### src/rtl/fb_pkg.sv
// Shared types and constants for the framebuffer line writer.
// The optional clip feature is enabled by defining FB_WRITER_CLIP_EN.
package fb_pkg;

    localparam int H_RES   = 640;
    localparam int V_RES   = 480;
    localparam int ADDR_W  = 19;
    localparam int COLOR_W = 4;
    localparam int CW      = 12;

    typedef logic [9:0]              coord_x_t;
    typedef logic [8:0]              coord_y_t;
    typedef logic [ADDR_W-1:0]       fb_addr_t;
    typedef logic signed [CW-1:0]    cw_t;

    typedef struct packed {
        coord_x_t             x0;
        coord_y_t             y0;
        coord_x_t             x1;
        coord_y_t             y1;
        logic [COLOR_W-1:0]   color;
    } line_req_t;

    typedef enum logic [1:0] {IDLE, SETUP, DRAW, DONE} wr_state_t;

    // Zero-extend an unsigned 10-bit coordinate into the signed datapath.
    function automatic cw_t to_cw(input logic [9:0] v);
        return cw_t'({{(CW-10){1'b0}}, v});
    endfunction

endpackage

### src/rtl/bresenham_step.sv
// One Bresenham step: next err/x/y and the matching linear framebuffer address.
module bresenham_step
    import fb_pkg::*;
(
    input  logic signed [CW-1:0] err_i,
    input  logic signed [CW-1:0] dx_i,
    input  logic signed [CW-1:0] dy_i,
    input  logic signed [CW-1:0] sx_i,
    input  logic signed [CW-1:0] sy_i,
    input  logic signed [CW-1:0] x_i,
    input  logic signed [CW-1:0] y_i,
    input  logic [ADDR_W-1:0]    addr_i,
    output logic signed [CW-1:0] err_o,
    output logic signed [CW-1:0] x_o,
    output logic signed [CW-1:0] y_o,
    output logic [ADDR_W-1:0]    addr_o
);
    localparam fb_addr_t ADDR_ONE    = fb_addr_t'(1);
    localparam fb_addr_t ADDR_STRIDE = fb_addr_t'(H_RES);

    cw_t e2;

    always_comb begin
        e2     = err_i <<< 1;
        err_o  = err_i;
        x_o    = x_i;
        y_o    = y_i;
        addr_o = addr_i;
        // Both tests use the pre-step e2, so a diagonal move applies both updates.
        if (e2 >= dy_i) begin
            err_o  = err_o + dy_i;
            x_o    = x_i + sx_i;
            addr_o = sx_i[CW-1] ? (addr_o - ADDR_ONE) : (addr_o + ADDR_ONE);
        end
        if (e2 <= dx_i) begin
            err_o  = err_o + dx_i;
            y_o    = y_i + sy_i;
            addr_o = sy_i[CW-1] ? (addr_o - ADDR_STRIDE) : (addr_o + ADDR_STRIDE);
        end
    end

endmodule

### src/rtl/fb_line_writer.sv
// Pops line requests and rasterises them into one framebuffer write per cycle.
// Define FB_WRITER_CLIP_EN to suppress writes for off-screen pixels.
module fb_line_writer
    import fb_pkg::*;
(
    input  logic               clk,
    input  logic               rst,
    input  logic               lrq_valid,
    input  logic [9:0]         lrq_x0,
    input  logic [8:0]         lrq_y0,
    input  logic [9:0]         lrq_x1,
    input  logic [8:0]         lrq_y1,
    input  logic [COLOR_W-1:0] lrq_color,
    output logic               lrq_pop,
    input  logic               wr_stall,
    output logic [ADDR_W-1:0]  w_addr,
    output logic [COLOR_W-1:0] color_out,
    output logic               en_w,
    output logic               lineDone,
    output logic               lrqEmpty
);
    localparam fb_addr_t ADDR_STRIDE = fb_addr_t'(H_RES);

    wr_state_t state_q, state_d;
    line_req_t req_q, req_d;
    cw_t       dx_q, dx_d, dy_q, dy_d, sx_q, sx_d, sy_q, sy_d, err_q, err_d;
    cw_t       cur_x_q, cur_x_d, cur_y_q, cur_y_d;
    fb_addr_t  cur_addr_q, cur_addr_d;

    cw_t       x0_s, x1_s, y0_s, y1_s, diff_x, diff_y, abs_x, abs_y;
    cw_t       step_err, step_x, step_y;
    fb_addr_t  step_addr;
    logic      at_end, pix_ok;

    always_comb begin
        x0_s   = to_cw(req_q.x0);
        x1_s   = to_cw(req_q.x1);
        y0_s   = to_cw({1'b0, req_q.y0});
        y1_s   = to_cw({1'b0, req_q.y1});
        diff_x = x1_s - x0_s;
        diff_y = y1_s - y0_s;
        abs_x  = diff_x[CW-1] ? -diff_x : diff_x;
        abs_y  = diff_y[CW-1] ? -diff_y : diff_y;
        at_end = (cur_x_q == x1_s) && (cur_y_q == y1_s);
    end

    bresenham_step u_step (
        .err_i  (err_q),
        .dx_i   (dx_q),
        .dy_i   (dy_q),
        .sx_i   (sx_q),
        .sy_i   (sy_q),
        .x_i    (cur_x_q),
        .y_i    (cur_y_q),
        .addr_i (cur_addr_q),
        .err_o  (step_err),
        .x_o    (step_x),
        .y_o    (step_y),
        .addr_o (step_addr)
    );

    always_comb begin
        state_d    = state_q;
        req_d      = req_q;
        dx_d       = dx_q;
        dy_d       = dy_q;
        sx_d       = sx_q;
        sy_d       = sy_q;
        err_d      = err_q;
        cur_x_d    = cur_x_q;
        cur_y_d    = cur_y_q;
        cur_addr_d = cur_addr_q;
        lrq_pop    = 1'b0;
        case (state_q)
            IDLE: begin
                if (lrq_valid) begin
                    lrq_pop     = 1'b1;
                    req_d.x0    = lrq_x0;
                    req_d.y0    = lrq_y0;
                    req_d.x1    = lrq_x1;
                    req_d.y1    = lrq_y1;
                    req_d.color = lrq_color;
                    state_d     = SETUP;
                end
            end
            SETUP: begin
                dx_d       = abs_x;
                dy_d       = -abs_y;
                sx_d       = (x1_s >= x0_s) ? cw_t'(1) : -cw_t'(1);
                sy_d       = (y1_s >= y0_s) ? cw_t'(1) : -cw_t'(1);
                err_d      = abs_x - abs_y;
                cur_x_d    = x0_s;
                cur_y_d    = y0_s;
                cur_addr_d = fb_addr_t'(req_q.y0) * ADDR_STRIDE + fb_addr_t'(req_q.x0);
                state_d    = DRAW;
            end
            DRAW: begin
                if (!wr_stall) begin
                    if (at_end) begin
                        state_d = DONE;
                    end else begin
                        err_d      = step_err;
                        cur_x_d    = step_x;
                        cur_y_d    = step_y;
                        cur_addr_d = step_addr;
                    end
                end
            end
            DONE:    state_d = IDLE;
            default: state_d = IDLE;
        endcase
    end

    always_ff @(posedge clk or negedge rst) begin
        if (!rst) begin
            state_q    <= IDLE;
            req_q      <= '0;
            dx_q       <= '0;
            dy_q       <= '0;
            sx_q       <= '0;
            sy_q       <= '0;
            err_q      <= '0;
            cur_x_q    <= '0;
            cur_y_q    <= '0;
            cur_addr_q <= '0;
        end else begin
            state_q    <= state_d;
            req_q      <= req_d;
            dx_q       <= dx_d;
            dy_q       <= dy_d;
            sx_q       <= sx_d;
            sy_q       <= sy_d;
            err_q      <= err_d;
            cur_x_q    <= cur_x_d;
            cur_y_q    <= cur_y_d;
            cur_addr_q <= cur_addr_d;
        end
    end

`ifdef FB_WRITER_CLIP_EN
    localparam cw_t H_LIM = cw_t'(H_RES);
    localparam cw_t V_LIM = cw_t'(V_RES);
    assign pix_ok = (cur_x_q < H_LIM) && (cur_y_q < V_LIM);
`else
    assign pix_ok = 1'b1;
`endif

    assign en_w      = (state_q == DRAW) && !wr_stall && pix_ok;
    assign w_addr    = cur_addr_q;
    assign color_out = req_q.color;
    assign lineDone  = (state_q == DONE);
    assign lrqEmpty  = (state_q == IDLE) && !lrq_valid;

endmodule

### config.mk
export PLATFORM = sky130hd
export DESIGN_NAME = fb_line_writer
export DESIGN_NICKNAME = d
export VERILOG_FILES = /design/src/rtl/fb_pkg.sv /design/src/rtl/bresenham_step.sv /design/src/rtl/fb_line_writer.sv
export SDC_FILE = /design/constraint.sdc
export NUM_CORES = 1
export LEC_CHECK = 0
export CORE_AREA = 2 2 210 150
export CTS_CLUSTER_SIZE = 20
export DETAILED_ROUTE_END_ITERATION = 10
export DIE_AREA = 0 0 212 152
export GPL_ROUTABILITY_DRIVEN = 1
export PLACE_DENSITY_LB_ADDON = 0.15
export SLEW_MARGIN = 20
export SYNTH_ARGS = -nofsm -noshare
export SYNTH_HDL_FRONTEND = slang
export SYNTH_SLANG_ARGS = --single-unit
### constraint.sdc
create_clock -name clk -period 4.35 [get_ports clk]
set_input_delay 0.6525 -clock clk [delete_from_list [all_inputs] [get_ports clk]]
set_output_delay 0.6525 -clock clk [all_outputs]
set_load 0.01 [all_outputs]
==> out/qor.txt <==
crit path launch type -> flip-flop
CP cell instances -> ha_4, nor2b_4, o31ai_4, a221oi_4, o31a_1, nor2_2, mux2_4, ha_4, fa_2, a21oi_2, nor2_1, o21a_1, o21a_1, o41ai_2, buf_4, mux2i_1, a31oi_1, xnor3_1, nor3_1, or3_1
Core Footprint -> 30500 um2
vias -> 10674
gate family responsible for the most delay along the worst path -> compound AO/OA/AOI/OAI gates
clk slew on worst S/H paths -> 0.06 ns
Ys Warns -> 0
Total Routed Length -> 36.7 mm
met3 wire len -> 1.94 mm
slew margin rel. -> 0.448
sequential element share of the synthesized area -> 0.269
insertion delay to the later sink of the worst-skew pair -> 0.43 ns
metal2 WL -> 15.2 mm
slowest CP cell -> dfrtp_1
DR top layer -> met4
H-tree levels -> 4
Synth cell types -> 76
cell count of the worst reg-to-reg path -> 20
Synth Instances -> 1344
TritonCTS clock tree -> built
hold crit path type -> input port to asynchronous set/reset pin
share of cells above drive strength 1 -> 0.226
Post-DP HPWL -> 28.5 mm
initial antenna violation count -> 0
multi-input logic area -> 8380 um2
die area -> 32200 um2
First-pass DRT Iterations -> 5
CP Depth -> 20
Setup crit end kind -> flip-flop
crit-path max FO -> 2
arrival time at the worst endpoint -> 4.80 ns
register area -> 3130 um2
CTS Buf Count -> 17
Pins Over Slew Limit -> 0
pin count of the biggest net entering global routing -> 78
Max Freq -> 0.222 GHz
CTS Root Cell -> clkbuf_16
Remaining Overflow, GRT -> 0
fraction of registers with async set/reset -> 1.00
Remaining DRCs -> 0
# IOs -> 73
failing checks -> setup timing
Chip Height -> 152 um
critical path class -> flip-flop to flip-flop
Post-Syn Nets -> 1546
Post-DRT Antenna Nets -> 0
initial DRC count -> 815
GRT Overall Usage -> 0.232
Max-Cap Viols -> 0
status -> complete, but fails checks
Bufs and invs on worst path -> 1
final hold vios -> 0
Final setup violation count -> 2
RSZ-0062 raised after global routing -> yes
FILL cells -> 2905
std cell rows -> 54
most common cell after layout, fill and taps aside -> buf_4
Hold Buf Count CTS -> 0
Final period util -> 1.03
met1 WL -> 19.1 mm
Inserted Diodes -> 0
Post-Syn Area per Cell -> 8.66 um2
Clock Tree Buf Depth -> 2
number of global-route vias before repair -> 10216
Final min period -> 4.50 ns
area delta synth->final -> 30.6%
data required time of the critical path -> 4.66 ns
max incr delay on CP -> 0.41 ns
CTS Sinks -> 125
number of synthesized register bits -> 125
Fin Clk Skew -> 0.0106 ns
GPL Wtd Cong -> 0.908
Starting Density -> 0.382
post-layout net count -> 1794
vias per std cell -> 5.27
WHS -> 0.245 ns
commonest non-fill, non-tap cells in the layout -> buf_4, ha_1, dfrtp_1, nand2_1, nor2_1
WL per Instance -> 18.1 um
Worst-Margin Slew -> 0.828 ns
first-pass GRT wire length -> 57.6 mm
Place WS -> -0.466 ns
Die X -> 212 um
Port Buffers -> 72
final setup margin -> -0.146 ns
synthesized cell area -> 11600 um2
EDFF count, synth -> 0
ys flop type -> dfrtp_1
==> cells in the mapped netlist, drive strengths merged, types with 8 or more instances <==
cell type / count / area (um2)
nand2b: 12 / 75.1
and3: 10 / 62.6
dfrtp: 125 / 3130
a211oi: 11 / 87.6
clkbuf: 32 / 120
mux2i: 26 / 260
nor2b: 29 / 189
nor3: 26 / 135
a21o: 36 / 270
xnor2: 81 / 739
ha: 145 / 1810
o21ai: 117 / 597
nand3: 11 / 55.1
nor2: 100 / 378
nand4: 14 / 87.6
fa: 11 / 220
a31oi: 10 / 62.6
buf: 13 / 77.6
o21bai: 9 / 67.6
o211ai: 9 / 86.3
mux2: 35 / 394
o21a: 21 / 158
inv: 87 / 327
xor2: 54 / 473
nand2: 122 / 458
a21oi: 102 / 514
o31a: 8 / 70.1
or3: 9 / 61.3
==> sequential cells by signal, summed over array words and instances, names as in the netlist, 4 cells and up <==
signal and count:
err_q 11, dx_q 12, color_out 4, cur_y_q 12
req_q 38, dy_q 12, w_addr 19, cur_x_q 12
==> per-stage QoR <==
stage                     area, um2  setup TNS [ns]   util  std cells
after floorplan               11700          -0.164      -       1344
after global placement        14100           -1.27  0.462       1972
after detailed placement      14100           -2.00  0.462       1972
after CTS                     14900          -0.178  0.489       2018
after global routing          15200           -1.25  0.499       2025
final                         15200          -0.204  0.499       2025
==> worst paths after layout <==
| kind | startpoint | to | slack (ns) |
|---|---|---|---|
| worst min register to register | dx_q[11] | dx_q[11] | 0.49 |
| min in group clk | dx_q[11] | dx_q[11] | 0.49 |
| worst max register to register | err_q[0] | err_q[10] | -0.15 |
| worst max-delay path | err_q[0] | err_q[10] | -0.15 |
| worst min-delay path | rst | dy_q[0] | 0.25 |
| max in group asynchronous | rst | req_q[23] | 3.16 |
==> what timing repair did <==
item / CTS / global route
gates resized for setup: 33 / 56
buffers inserted: 14 / 7
pin swaps: 22 / 50
endpoints found under the setup margin: 10 / 12
==> per-layer routing <==
layer  up-vias  GRT usage
met5         -          0
met4         0     0.0510
met3        30     0.0360
met2       256      0.333
met1      5114      0.361
li1       5274          -
==> logic make-up (layout without fill, tap and decap cells) <==
logic type | count (synthesis) | after routing | share of synthesized area
buffers and inverters | 134 | 395 | 0.0457
adder cells (fa/ha/maj) | 157 | 157 | 0.176
multiplexers | 61 | 61 | 0.0562
AO/OA/AOI/OAI | 373 | 373 | 0.202
flip-flops | 125 | 125 | 0.269
AND/OR/NAND/NOR | 358 | 358 | 0.146
XOR/XNOR | 136 | 136 | 0.106
==> area by class of cell <==
type | count | area share
Multi-Input combinational cell | 1085 | 0.551
Sequential cell | 125 | 0.206
Timing Repair Buffer | 274 | 0.148
Tap cell | 420 | 0.0345
Clock buffer | 19 | 0.0291
Inverter | 89 | 0.0221
Clock inverter | 13 | 0.00921
==> worst register-to-register path, cell delays in order, from the launching register on <==
cell and delay [ns]:
dfrtp_1 0.41, ha_4 0.24, nor2b_4 0.13, o31ai_4 0.23
a221oi_4 0.11, o31a_1 0.35, nor2_2 0.14, mux2_4 0.34
ha_4 0.17, fa_2 0.35, a21oi_2 0.13, nor2_1 0.06
o21a_1 0.18, o21a_1 0.19, o41ai_2 0.27, buf_4 0.16
mux2i_1 0.17, a31oi_1 0.10, xnor3_1 0.23, nor3_1 0.04
or3_1 0.37
Power is not shown: default switching activity piles up to over one toggle a cycle in this logic, so the estimate is an artifact.
